## src/rtl/spi_target_framer.sv

```systemverilog
// SPI mode-0 target front end: synchronises SCLK/CS_N/MOSI into clk, deserialises
// MOSI into WIDTH-bit words behind a one-entry valid/ready register, and serialises TX words onto MISO.
`timescale 1ns/1ps

module spi_target_framer #(
  parameter int WIDTH = 8
) (
  input  logic             clk,
  input  logic             rstn,
  input  logic             spi_sclk,
  input  logic             spi_cs_n,
  input  logic             spi_mosi,
  output logic             spi_miso,
  output logic [WIDTH-1:0] rx_data,
  output logic             rx_valid,
  input  logic             rx_ready,
  output logic             rx_overflow,
  input  logic [WIDTH-1:0] tx_data,
  input  logic             tx_valid,
  output logic             tx_ready,
  output logic             frame_active
);

  localparam int CW = $clog2(WIDTH);
  localparam logic [CW-1:0] LAST_BIT = CW'(WIDTH - 1);

  typedef enum logic {ST_IDLE, ST_ACTIVE} state_e;

  // [0],[1] are the synchroniser stages, [2] is the history stage for edge detection.
  logic [2:0]       r_sclk_sync;
  logic [2:0]       r_cs_sync;
  logic [2:0]       r_mosi_sync;
  logic [1:0]       r_warm;
  logic             r_armed;
  state_e           r_state;
  logic [CW-1:0]    r_bit_cnt;
  logic [WIDTH-1:0] r_rx_shift;
  logic [WIDTH-1:0] r_tx_shift;
  logic [WIDTH-1:0] r_rx_data;
  logic             r_rx_valid;
  logic             r_rx_overflow;
  logic             r_miso;

  logic             w_sclk_rise;
  logic             w_sclk_fall;
  logic             w_cs_fall;
  logic             w_cs_rise;
  logic             w_start;
  logic             w_in_frame;
  logic             w_reload;
  logic             w_word_done;
  logic [WIDTH-1:0] w_rx_word;
  logic [WIDTH-1:0] w_tx_load;

  always_ff @(posedge clk or negedge rstn) begin
    if (!rstn) begin
      r_sclk_sync <= 3'b000;
      r_cs_sync   <= 3'b111;
      r_mosi_sync <= 3'b000;
      r_warm      <= 2'b00;
    end else begin
      // NOTE: sequential state uses non-blocking assignments so every stage samples pre-edge values.
      r_sclk_sync <= {r_sclk_sync[1:0], spi_sclk};
      r_cs_sync   <= {r_cs_sync[1:0], spi_cs_n};
      r_mosi_sync <= {r_mosi_sync[1:0], spi_mosi};
      r_warm      <= {r_warm[0], 1'b1};
    end
  end

  assign w_sclk_rise = r_sclk_sync[1] & ~r_sclk_sync[2];
  assign w_sclk_fall = ~r_sclk_sync[1] & r_sclk_sync[2];
  assign w_cs_fall   = ~r_cs_sync[1] & r_cs_sync[2];
  assign w_cs_rise   = r_cs_sync[1] & ~r_cs_sync[2];

  // A CS_N held low through reset release must not look like a fresh falling edge.
  assign w_start     = (r_state == ST_IDLE) && w_cs_fall && r_armed;
  assign w_in_frame  = (r_state == ST_ACTIVE) && !w_cs_rise;
  assign w_reload    = w_start || (w_in_frame && w_sclk_fall && (r_bit_cnt == '0));
  assign w_word_done = w_in_frame && w_sclk_rise && (r_bit_cnt == LAST_BIT);
  // MOSI is stable around the SCLK rising edge in mode 0, so the history stage is a safe sample.
  assign w_rx_word   = {r_rx_shift[WIDTH-2:0], r_mosi_sync[2]};
  assign w_tx_load   = tx_valid ? tx_data : '0;

  always_ff @(posedge clk or negedge rstn) begin
    if (!rstn) begin
      r_armed       <= 1'b0;
      r_state       <= ST_IDLE;
      r_bit_cnt     <= '0;
      r_rx_shift    <= '0;
      r_tx_shift    <= '0;
      r_rx_data     <= '0;
      r_rx_valid    <= 1'b0;
      r_rx_overflow <= 1'b0;
      r_miso        <= 1'b0;
    end else begin
      r_rx_overflow <= 1'b0;
      r_miso        <= (r_state == ST_ACTIVE) ? r_tx_shift[WIDTH-1] : 1'b0;

      if (r_warm[1] && r_cs_sync[1]) r_armed <= 1'b1;
      if (r_rx_valid && rx_ready) r_rx_valid <= 1'b0;
      if (w_reload) r_tx_shift <= w_tx_load;

      case (r_state)
        ST_IDLE: begin
          if (w_start) begin
            r_state   <= ST_ACTIVE;
            r_bit_cnt <= '0;
          end
        end
        ST_ACTIVE: begin
          if (w_cs_rise) begin
            r_state   <= ST_IDLE;
            r_bit_cnt <= '0;
          end else if (w_sclk_rise) begin
            r_rx_shift <= w_rx_word;
            r_bit_cnt  <= (r_bit_cnt == LAST_BIT) ? '0 : r_bit_cnt + CW'(1);
          end else if (w_sclk_fall && (r_bit_cnt != '0)) begin
            r_tx_shift <= {r_tx_shift[WIDTH-2:0], 1'b0};
          end
        end
        default: r_state <= ST_IDLE;
      endcase

      if (w_word_done) begin
        if (!r_rx_valid || rx_ready) begin
          r_rx_data  <= w_rx_word;
          r_rx_valid <= 1'b1;
        end else begin
          r_rx_overflow <= 1'b1;
        end
      end
    end
  end

  // tx_ready is decoded from flops so it is high in the very cycle tx_data is captured.
  assign tx_ready     = w_reload;
  assign spi_miso     = r_miso;
  assign rx_data      = r_rx_data;
  assign rx_valid     = r_rx_valid;
  assign rx_overflow  = r_rx_overflow;
  assign frame_active = (r_state == ST_ACTIVE);

endmodule

```

## config.mk

```make
export PLATFORM = sky130hd
export DESIGN_NAME = spi_target_framer
export DESIGN_NICKNAME = d
export VERILOG_FILES = /design/src/rtl/spi_target_framer.sv
export SDC_FILE = /design/constraint.sdc
export NUM_CORES = 1
export LEC_CHECK = 0
export ABC_AREA = 1
export BUFFER_PORTS_ARGS = -buffer_cell sky130_fd_sc_hd__buf_2
export CAP_MARGIN = 40
export CORE_MARGIN = 2
export CORE_UTILIZATION = 55
export DETAILED_ROUTE_END_ITERATION = 10
export GPL_TIMING_DRIVEN = 0
export PLACE_DENSITY = 0.86
export SLEW_MARGIN = 25
export SYNTH_ARGS = -nofsm -noshare
export SYNTH_HDL_FRONTEND = slang
export SYNTH_SLANG_ARGS = --single-unit
```

## constraint.sdc

```tcl
create_clock -name clk -period 2.1 [get_ports clk]
set_clock_uncertainty 0.05 [all_clocks]
set_input_delay 0.42 -clock clk [delete_from_list [all_inputs] [get_ports clk]]
set_output_delay 0.42 -clock clk [all_outputs]
set_load 0.05 [all_outputs]
```

==> results of run 1 <==
[worst max-delay path: cells and delay by family (launching register included)]
| kind | cells | cell delay, ns |
|---|---|---|
| simple gates | 3 | 0.33 |
| fa+ha+maj | 1 | 0.17 |
| flops | 1 | 0.43 |
| buf+inv | 3 | 0.27 |
[registers in the layout, summed over array words and instances, names as in the netlist]
| name | flops |
|---|---|
| frame_active | 1 |
| r_armed | 1 |
| r_bit_cnt | 3 |
| r_cs_sync | 3 |
| r_mosi_sync | 3 |
| r_rx_shift | 7 |
| r_sclk_sync | 3 |
| r_tx_shift | 8 |
| r_warm | 2 |
| rx_data | 8 |
| rx_overflow | 1 |
| rx_valid | 1 |
| spi_miso | 1 |
[power groups by stage]
stage | clock network (uW) | logic, uW | registers, uW
floorplan | 0 | 304 | 1080
global placement | 0 | 419 | 1050
detailed placement | 0 | 442 | 1060
CTS | 385 | 476 | 1050
global route | 421 | 582 | 1070
finish | 372 | 512 | 1050
[cell usage in the layout (no fill, tap or decap)]
cell type      synthesis  final
o21ai_0               10     10
inv_2                  0      2
buf_16                 0      1
clkbuf_1               1      2
inv_1                 27     25
conb_1                 1      1
clkbuf_4               0      5
nor2_4                 2      3
nand2_4                2      3
clkbuf_8               1      1
buf_1                  1      1
nor2_1                 5      4
buf_8                  0      1
ha_1                   3      2
nand3_4                0      1
dlygate4sd3_1          0      1
buf_2                  0     25
ha_2                   0      1
nand4_1                1      1
o21ai_2                7      7
buf_4                  0      4
o21bai_1               1      1
clkinv_2               0      2
a21boi_0               1      1
buf_6                  1      1
nand2_1               56     56
a21o_1                 1      1
dfstp_2                3      3
nand3_1               18     18
a21oi_4                1      1
dfrtp_1               39     39
[cells by family after synthesis]
logic type / Yosys count
compound gates: 21
flops: 42
buf+inv: 31
fa+ha+maj: 3
simple gates: 86
other cells: 1
[stage by stage]
stage	total power (uW)	cell area [sq um]
final	1930	2100
after global routing	2070	2100
after CTS	1910	2080
after detailed placement	1500	1980
after global placement	1470	1950
after floorplan	1380	1770
[how the worst min path moves through the flow]
stage | start | endpoint | depth (start not counted)
finish | spi_cs_n | r_cs_sync[0]$_DFF_PN1_ | 1
global route | spi_sclk | r_sclk_sync[0]$_DFF_PN0_ | 1
CTS | spi_cs_n | r_cs_sync[0]$_DFF_PN1_ | 1
detailed placement | r_mosi_sync[0]$_DFF_PN0_ | r_mosi_sync[1]$_DFF_PN0_ | 0
global placement | r_warm[0]$_DFF_PN0_ | r_warm[1]$_DFF_PN0_ | 0
floorplan | rstn | frame_active$_DFF_PN0_ | 0
[routing by layer]
layer | share of wire | global-route usage
met1 | 0.42 | 0.224
met2 | 0.51 | 0.313
met4 | 0.027 | 0.0839
met5 | 0 | 0
met3 | 0.039 | 0.0768
[cell usage after synthesis]
master    number  share of area
nand3_1       18          0.051
nor2_1         5          0.011
conb_1         1         0.0021
a21boi_0       1         0.0043
o21ai_0       10          0.028
clkbuf_8       1         0.0078
nand2_4        2          0.013
a21oi_4        1         0.0092
dfstp_2        3          0.045
buf_6          1         0.0064
dfrtp_1       39           0.55
a21o_1         1         0.0043
nand3_2        1         0.0057
o21ai_2        7          0.035
nor2_4         2          0.013
o21bai_1       1         0.0043
clkbuf_1       1         0.0021
nand2_2        1         0.0035
inv_1         27          0.057
nand4_1        1         0.0035
nand2_1       56           0.12
buf_1          1         0.0021
ha_1           3          0.021
[area by class of cell]
type / count / area (sq um)
repair buffers: 32 / 208
well taps: 44 / 55.1
clock inverters: 2 / 10.0
clock buffers: 6 / 41.3
flip-flops and latches: 42 / 1050
plain buffers: 4 / 32.5
fillers: 244 / 950
multi-input cells: 111 / 601
inverters: 27 / 101
[what timing repair did]
action / 4_1_cts / 5_1_grt
endpoints found under the hold margin: 20 / 0
resized for setup: 6 / 4
hold buffers: 1 / 0
endpoints found under the setup margin: 1 / 1
buffers inserted: 2 / 2
pin swaps: 3 / 3
==> qor.yml, run 1 <==
status:
  status: "complete, no violations"
placement:
  post-place-cells: 255
  pre_cts_ws_ns: 0.0290
  port-buffer-count: 26
  dp_hpwl_mm: 2.12
  finalWeightedCongestion: 0.776
logic_synthesis:
  synth_mux_area_frac: 0
  ys_types: 23
  synth-seq-area-share: 0.597
  syn_avg_cell_area_sq_um: 9.60
  synth_top_family_by_area: "simple AND/OR/NAND/NOR gates"
  synth-simple-area-share: 0.219
  syn_inst: 184
  synth_compound_area_frac: 0.0850
  synth-seq-cells: 42
  syn-cell-area_sq_um: 1770
  post_synth_xor_area_fraction: 0
  synth_adder_area_share: 0.0212
  syn-num-nets: 202
  yosys_warnings: 0
worst_setup_path:
  critPathMostFrequentCell: "inv_2"
  crit_chain: "inv_2, ha_2, inv_2, nor2_4, nand3_4, nand2_4, buf_8"
  cp-endpoint: "tx_ready"
  rr_startpoint: "r_cs_sync[2]$_DFF_PN1_"
  cp-end-kind: "output pin"
  slowest_delay_ns: 0.43
  r2r_setup_slack_ns: 0.33
  crit_type: "flip-flop to output pin"
  crit_path_start_kind: "flip-flop"
  crit_start: "r_bit_cnt[0]$_DFFE_PN0P_"
  cp_max_fo: 5
  cp_slowest_cell: "dfrtp_1"
  reg2regPathDepth: 8
  worstPathRequired_ns: 1.63
  arrival_ns: 1.55
  reg2reg_to: "r_tx_shift[5]$_DFF_PN0_"
hold_path:
  min_path_type: "primary input to flip-flop"
floorplanning:
  start_util: 0.579
  io_pins: 28
  die_y_um: 60.7
  die_area_sq_um: 3680
  dieWidth_um: 60.7
  std_cell_rows: 20
  core_sq_um: 3050
power:
  peakVddDrop_mv: 0.591
  p_leak_uw: 0.00111
  p_int_uw: 1290
  pwr-share-comb: 0.265
  pwr-share-seq: 0.543
  powerDensity_nw_per_um2: 920
  switching_share: 0.333
  clockPowerShare: 0.192
  p_switching_uw: 644
timing:
  finalCriticalPeriod_ns: 2.02
  final-hold-violation-count: 0
  tightest_slew_ns: 0.530
  maxSlewHeadroom: 0.647
  holdWs_ns: 0.105
  fmax_mhz: 495
  rsz0062_at_grt: "no"
  finalSetupTns_ns: 0
  setup_viol: 0
  drv_slew: 0
  period_share: 0.962
  layout_setup_ws_ns: 0.0799
run:
  max_cap_viol_count: 0
clocking:
  cts_tree: "done"
  cts_buffers: 5
  clock_sinks: 42
  clk_latency_ns: 0.35
  path_clk_slew_ns: 0.11
  cts-root-buf: "clkbuf_4"
  clock_path_buffers: 2
  h-tree-depth: 2
grt:
  grt_max_degree: 23
  overflow: 0
  grt_pass1_vias: 1201
  grt_pass1_wl_mm: 4.95
  track_usage: 0.191
  antenna_found_initial: 0
route:
  routed_wl_mm: 3.10
  drc: 0
  first_pass_iters: 5
  ant_nets: 0
  via_count: 1304
  first_iter_violations: 48
  routedWlPerCell_um: 11.5
  viasPerCell: 4.87
layout:
  instances_no_fill: 268
  area_growth_pct: 19.1
  drive_gt1_frac: 0.272
  antennaDiodeCount: 0
  nets: 241
  fin_util: 0.689
(Power assumes the default switching activity.)
==> inputs of run 2 (changes only) <==
==> config.mk (replaced) <==
export PLATFORM = sky130hd
export DESIGN_NAME = spi_target_framer
export DESIGN_NICKNAME = d
export VERILOG_FILES = /design/src/rtl/spi_target_framer.sv
export SDC_FILE = /design/constraint.sdc
export NUM_CORES = 1
export LEC_CHECK = 0
export BUFFER_PORTS_ARGS = -buffer_cell sky130_fd_sc_hd__buf_4
export CAP_MARGIN = 40
export CORE_MARGIN = 2
export CORE_UTILIZATION = 54
export DETAILED_ROUTE_END_ITERATION = 10
export GPL_TIMING_DRIVEN = 0
export PLACE_DENSITY = 0.85
export REMOVE_ABC_BUFFERS = 1
export SLEW_MARGIN = 25
export SYNTH_ARGS = -nofsm -noshare
export SYNTH_HDL_FRONTEND = slang
export SYNTH_SLANG_ARGS = --single-unit
==> run 2 against run 1 <==
  * The run now ends with negative setup slack left
  * Area after synthesis is 4.3% lower
  * Register-to-register slack worse by 0.17 ns
  * Via count is 9.1% lower
  * Synthesized cell count is 18% lower
  * Clock power is 2% higher
  * Largest cell class unchanged
==> qor.yml, run 2 <==
status:
  status: "complete, but fails checks"
  violations: "negative setup slack"
logic_synthesis:
  synthArstFlopShare: 1.00
  yosys_warnings: 0
  synth-edff-count: 0
  ys_top_cells_by_count: "dfrtp_1 (39), nand2_1 (31), nor2_1 (14)"
  yosysTopAreaCellShare: 0.577
  synth-seq-cells: 42
  synth.most_common_cell: "dfrtp_1"
  syn_avg_cell_area_sq_um: 11.2
  ys.flop_type: "dfrtp_1"
  syn_inst: 151
  synth-seq-area-share: 0.624
  ys_types: 32
  synthTopCellsByArea: "dfrtp_1 (58%), nand2_1 (6.9%), mux2_2 (5.3%), dfstp_2 (4.7%), a21oi_1 (3.8%)"
  syn-cell-area_sq_um: 1690
  synth_top_cell_by_area: "dfrtp_1"
grt:
  track_usage: 0.189
  overflow: 0
  antenna_found_initial: 0
  grt_pass1_vias: 1126
  grt_pass1_wl_mm: 4.89
  grt_max_degree: 43
clocking:
  cts_tree: "done"
  path_clk_slew_ns: 0.12
  cts-root-buf: "clkbuf_4"
  clock_sinks: 42
  h-tree-depth: 2
  clk_latency_ns: 0.35
  clock_path_buffers: 2
  cts_buffers: 5
route:
  first_iter_violations: 49
  routedWlPerCell_um: 13.4
  drc: 0
  ant_nets: 0
  viasPerCell: 5.39
  first_pass_iters: 5
  routed_wl_mm: 2.96
  via_count: 1185
worst_setup_path:
  cp-end-kind: "output pin"
  arrival_ns: 1.66
  crit_type: "flip-flop to output pin"
  rr_startpoint: "r_cs_sync[2]$_DFF_PN1_"
  crit_path_start_kind: "flip-flop"
  cp_max_fo: 5
  r2r_setup_slack_ns: 0.16
  reg2reg_to: "rx_data[6]$_DFFE_PN0P_"
  worstPathRequired_ns: 1.63
  reg2regPathDepth: 4
timing:
  maxSlewHeadroom: 0.657
  setup_viol: 1
  fmax_mhz: 470
  finalSetupTns_ns: -0.0270
  period_share: 1.01
  finalCriticalPeriod_ns: 2.13
  drv_slew: 0
  layout_setup_ws_ns: -0.0270
  final-hold-violation-count: 0
  rsz0062_at_grt: "yes"
  tightest_slew_ns: 0.515
floorplanning:
  std_cell_rows: 20
  core_sq_um: 3000
  io_pins: 28
  die_y_um: 60.0
  start_util: 0.563
  dieWidth_um: 60.0
  die_area_sq_um: 3590
power:
  peakVddDrop_mv: 0.571
  power.total_uw: 1750
  powerDensity_nw_per_um2: 857
  p_leak_uw: 0.00103
layout:
  layout_common_cells: "dfrtp_1 (39), buf_4 (33), nand2_1 (31), nor2_1 (14), a21oi_1 (13)"
  fillers: 230
  antennaDiodeCount: 0
  area_growth_pct: 20.9
  instances_no_fill: 220
  layout_commonest_cell: "dfrtp_1"
  nets: 204
  drive_gt1_frac: 0.316
hold_path:
  min-delay-start: "spi_mosi"
  min_to: "r_mosi_sync[0]$_DFF_PN0_"
  min_path_type: "primary input to flip-flop"
  whs_path_depth: 1
run:
  max_cap_viol_count: 0
placement:
  post-place-cells: 204
  dp_hpwl_mm: 1.92
  finalWeightedCongestion: 0.736
  port-buffer-count: 27
==> run 2: cell count changes after synthesis, sizes merged, moves of 8 or more <==
cell	delta
nand2	-28
inv	-24
nand3	-18
o21ai	-14
a21oi	+12
mux2	+8
==> run 2: worst max path at each step <==
stage	depth (start not counted)	start	endpoint	slack, ns
final	4	r_cs_sync[2]$_DFF_PN1_	tx_ready	-0.03
after global routing	4	r_cs_sync[2]$_DFF_PN1_	tx_ready	-0.15
after CTS	4	r_cs_sync[2]$_DFF_PN1_	tx_ready	-0.02
after detailed placement	4	r_cs_sync[2]$_DFF_PN1_	tx_ready	-0.14
after global placement	4	r_cs_sync[2]$_DFF_PN1_	tx_ready	-0.12
after floorplan	2	frame_active$_DFF_PN0_	tx_ready	-0.52
==> run 2: logic make-up after synthesis <==
| group | count (synthesis) | synth area share |
|---|---|---|
| AND/OR/NAND/NOR | 58 | 0.161 |
| buffers and inverters | 10 | 0.0289 |
| AO/OA/AOI/OAI | 28 | 0.103 |
| other | 1 | 0.00222 |
| adder cells (fa/ha/maj) | 3 | 0.0222 |
| multiplexers | 9 | 0.0592 |
| flip-flops | 42 | 0.624 |
==> run 2: critical path, cell delays in order, from the launching register on <==
cell,delay (ns)
dfstp_2,0.58
nand2b_4,0.15
nand4_1,0.15
o21ai_2,0.25
buf_6,0.19
==> run 2: power by group <==
group / internal (uW) / switching [uW]
registers: 933 / 85.7
logic: 149 / 205
clock network: 132 / 246
total: 1210 / 537
==> run 2: cell type report <==
cell class | instances | area, sq um | share of cell area
inverters | 3 | 11.3 | 0.00551
flip-flops and latches | 42 | 1050 | 0.516
repair buffers | 35 | 269 | 0.132
multi-input cells | 99 | 612 | 0.299
clock buffers | 6 | 41.3 | 0.0202
clock inverters | 2 | 13.8 | 0.00674
well taps | 33 | 41.3 | 0.0202
==> run 2: per-stage QoR <==
stage / instance area [sq um] / hold WS, ns / setup slack (ns) / util
final: 2040 / 0.120 / -0.0270 / 0.680
after global routing: 2040 / 0.0858 / -0.148 / 0.680
after CTS: 2000 / 0.0976 / -0.0200 / 0.665
after detailed placement: 1900 / 0.286 / -0.144 / 0.632
after global placement: 1900 / 0.283 / -0.123 / 0.632
after floorplan: 1650 / 0.0744 / -0.516 / -
==> run 2: timing repair <==
action / in CTS / in global routing
setup buffers: 1 / 6
gates resized for setup: 6 / 1
cloned: 0 / 0
hold endpoints to repair: 39 / 0
setup endpoints to repair: 9 / 9
hold buffers: 1 / 0
pin swaps: 2 / 1
==> run 2: metal layers <==
metal	vias to the layer above	global-route usage	part of all wire
met3	6	0.0584	0.051
met2	33	0.317	0.52
li1	577	-	-
met1	569	0.226	0.41
met4	0	0.0762	0.019
met5	-	0	0
==> inputs of run 3 (changes only) <==
--- a/config.mk
+++ b/config.mk
@@ -7,7 +7,6 @@
 export LEC_CHECK = 0
 export BUFFER_PORTS_ARGS = -buffer_cell sky130_fd_sc_hd__buf_4
 export CAP_MARGIN = 40
-export CORE_MARGIN = 2
 export CORE_UTILIZATION = 54
 export DETAILED_ROUTE_END_ITERATION = 10
 export GPL_TIMING_DRIVEN = 0
==> run 3 against run 2 <==
  * The flow finishes with violations (design-rule violations, negative setup slack)
  * Count of clock-buffer cells in the layout up 1
  * Setup slack better by 0.011 ns
  * Sequential power is essentially flat
  * Non-clock buffer count unchanged
  * Fmax is 0.54% higher
  * Flip-flop and latch count stayed put
  * Combinational power grew 6.8%
  * Routed wire length decreased by 0.88%
  * Final cell count fell by 0.91%
  * Register-to-register slack better by 0.03 ns
==> qor.yml, run 3 (synthesized netlist as in run 2, its figures left out) <==
grt:
  overflow: 0
  track_usage: 0.193
  grt_pass1_wl_mm: 4.80
  grt_max_degree: 43
  antenna_found_initial: 0
  grt_pass1_vias: 1128
layout:
  area_growth_pct: 21.3
  antennaDiodeCount: 0
  fin_util: 0.719
  layout_commonest_cell: "dfrtp_1"
  drive_gt1_frac: 0.310
  layout_common_cells: "dfrtp_1 (39), buf_4 (33), nand2_1 (31), nor2_1 (14), a21oi_1 (13)"
  nets: 204
route:
  routed_wl_mm: 2.93
  routedWlPerCell_um: 13.4
  wl_met3_um: 161
  wl_met2_mm: 1.44
  first_iter_violations: 30
  m1WireLength_mm: 1.29
  top_layer_used: "met4"
  first_pass_iters: 7
  drc: 3
  via_count: 1187
  viasPerCell: 5.44
  ant_nets: 0
clocking:
  cts-root-buf: "clkbuf_4"
  clk_latency_ns: 0.34
  cts_tree: "done"
  clock_sinks: 42
  clock_path_buffers: 2
  cts_buffers: 5
  path_clk_slew_ns: 0.11
  h-tree-depth: 2
timing:
  drv_slew: 0
  rsz0062_at_grt: "yes"
  holdWs_ns: 0.126
  tightest_slew_ns: 0.501
  finalCriticalPeriod_ns: 2.12
  period_share: 1.01
  setup_viol: 1
  final-hold-violation-count: 0
  maxSlewHeadroom: 0.663
  fmax_mhz: 473
  layout_setup_ws_ns: -0.0155
floorplanning:
  std_cell_rows: 19
  io_pins: 28
  dieWidth_um: 58.0
  core_sq_um: 2850
  die_y_um: 58.0
  die_area_sq_um: 3360
  start_util: 0.593
power:
  pwr-share-comb: 0.214
  peakVddDrop_mv: 0.454
  powerDensity_nw_per_um2: 862
  p_leak_uw: 0.00103
  clockPowerShare: 0.210
  switching_share: 0.307
  p_int_uw: 1220
  pwr-share-seq: 0.576
  p_switching_uw: 543
status:
  status: "complete, but fails checks"
  violations: "design-rule violations, negative setup slack"
worst_setup_path:
  rr_startpoint: "r_cs_sync[2]$_DFF_PN1_"
  arrival_ns: 1.65
  reg2reg_to: "rx_data[5]$_DFFE_PN0P_"
  reg2regPathDepth: 4
  crit_type: "flip-flop to output pin"
  crit_path_start_kind: "flip-flop"
  cp-end-kind: "output pin"
  worstPathRequired_ns: 1.63
  cp_max_fo: 4
  r2r_setup_slack_ns: 0.19
hold_path:
  whs_path_depth: 1
  min-delay-start: "spi_mosi"
  min_path_type: "primary input to flip-flop"
  min_to: "r_mosi_sync[0]$_DFF_PN0_"
run:
  max_cap_viol_count: 0
placement:
  finalWeightedCongestion: 0.709
  dp_hpwl_mm: 1.97
  port-buffer-count: 27
[run 3: worst max-delay path, cell delays in order (launching register included)]
cell	delay (ns)
dfstp_2	0.57
nand2b_4	0.14
nand4_1	0.18
o21ai_4	0.24
buf_6	0.18
[run 3: worst max-delay path by stage]
| stage | to | slack (ns) | depth (start not counted) | startpoint |
|---|---|---|---|---|
| 2_1_floorplan | tx_ready | -0.52 | 2 | frame_active$_DFF_PN0_ |
| 3_3_place_gp | tx_ready | -0.16 | 4 | r_cs_sync[2]$_DFF_PN1_ |
| 3_5_place_dp | tx_ready | -0.18 | 4 | r_cs_sync[2]$_DFF_PN1_ |
| 4_1_cts | tx_ready | -0.02 | 4 | r_cs_sync[2]$_DFF_PN1_ |
| 5_1_grt | tx_ready | -0.07 | 4 | r_cs_sync[2]$_DFF_PN1_ |
| 6_report | tx_ready | -0.02 | 4 | r_cs_sync[2]$_DFF_PN1_ |
[run 3: metrics by stage]
| step | cell area, sq um | worst slack, ns | total power [uW] | std cells | TNS, ns |
|---|---|---|---|---|---|
| floorplan | 1650 | -0.516 | 1240 | 144 | -1.36 |
| global placement | 1890 | -0.161 | 1330 | 202 | -0.161 |
| detailed placement | 1890 | -0.182 | 1370 | 202 | -0.370 |
| CTS | 2000 | -0.0198 | 1760 | 212 | -0.0198 |
| global route | 2050 | -0.0712 | 1860 | 218 | -0.0712 |
| finish | 2050 | -0.0155 | 1770 | 218 | -0.0155 |
[run 3: per-layer routing]
metal | GRT usage | vias up
met4 | 0.0816 | 0
met5 | 0 | -
met1 | 0.246 | 565
met2 | 0.310 | 39
met3 | 0.0558 | 4
li1 | - | 579
[run 3: final cells by class]
cell class / instances / area, sq um
Sequential cell: 42 / 1050
Timing Repair Buffer: 35 / 269
Inverter: 3 / 11.3
Clock inverter: 1 / 7.51
Fill cell: 217 / 802
Clock buffer: 7 / 45.0
Multi-Input combinational cell: 99 / 624
Tap cell: 31 / 38.8
[run 3: timing repair]
item                       in CTS  in global routing
setup endpoints to repair       9                  9
hold endpoints to repair       37                  0
resized for setup               7                  2
pin swaps                       2                  2
setup buffers                   1                  6
hold buffers                    1                  0
[run 3: power by group through the flow]
| stage | Combinational (uW) | Clock, uW | Sequential, uW |
|---|---|---|---|
| floorplan | 205 | 0 | 1030 |
| global placement | 305 | 0 | 1020 |
| detailed placement | 332 | 0 | 1030 |
| CTS | 357 | 384 | 1020 |
| global route | 416 | 413 | 1030 |
| finish | 378 | 371 | 1020 |
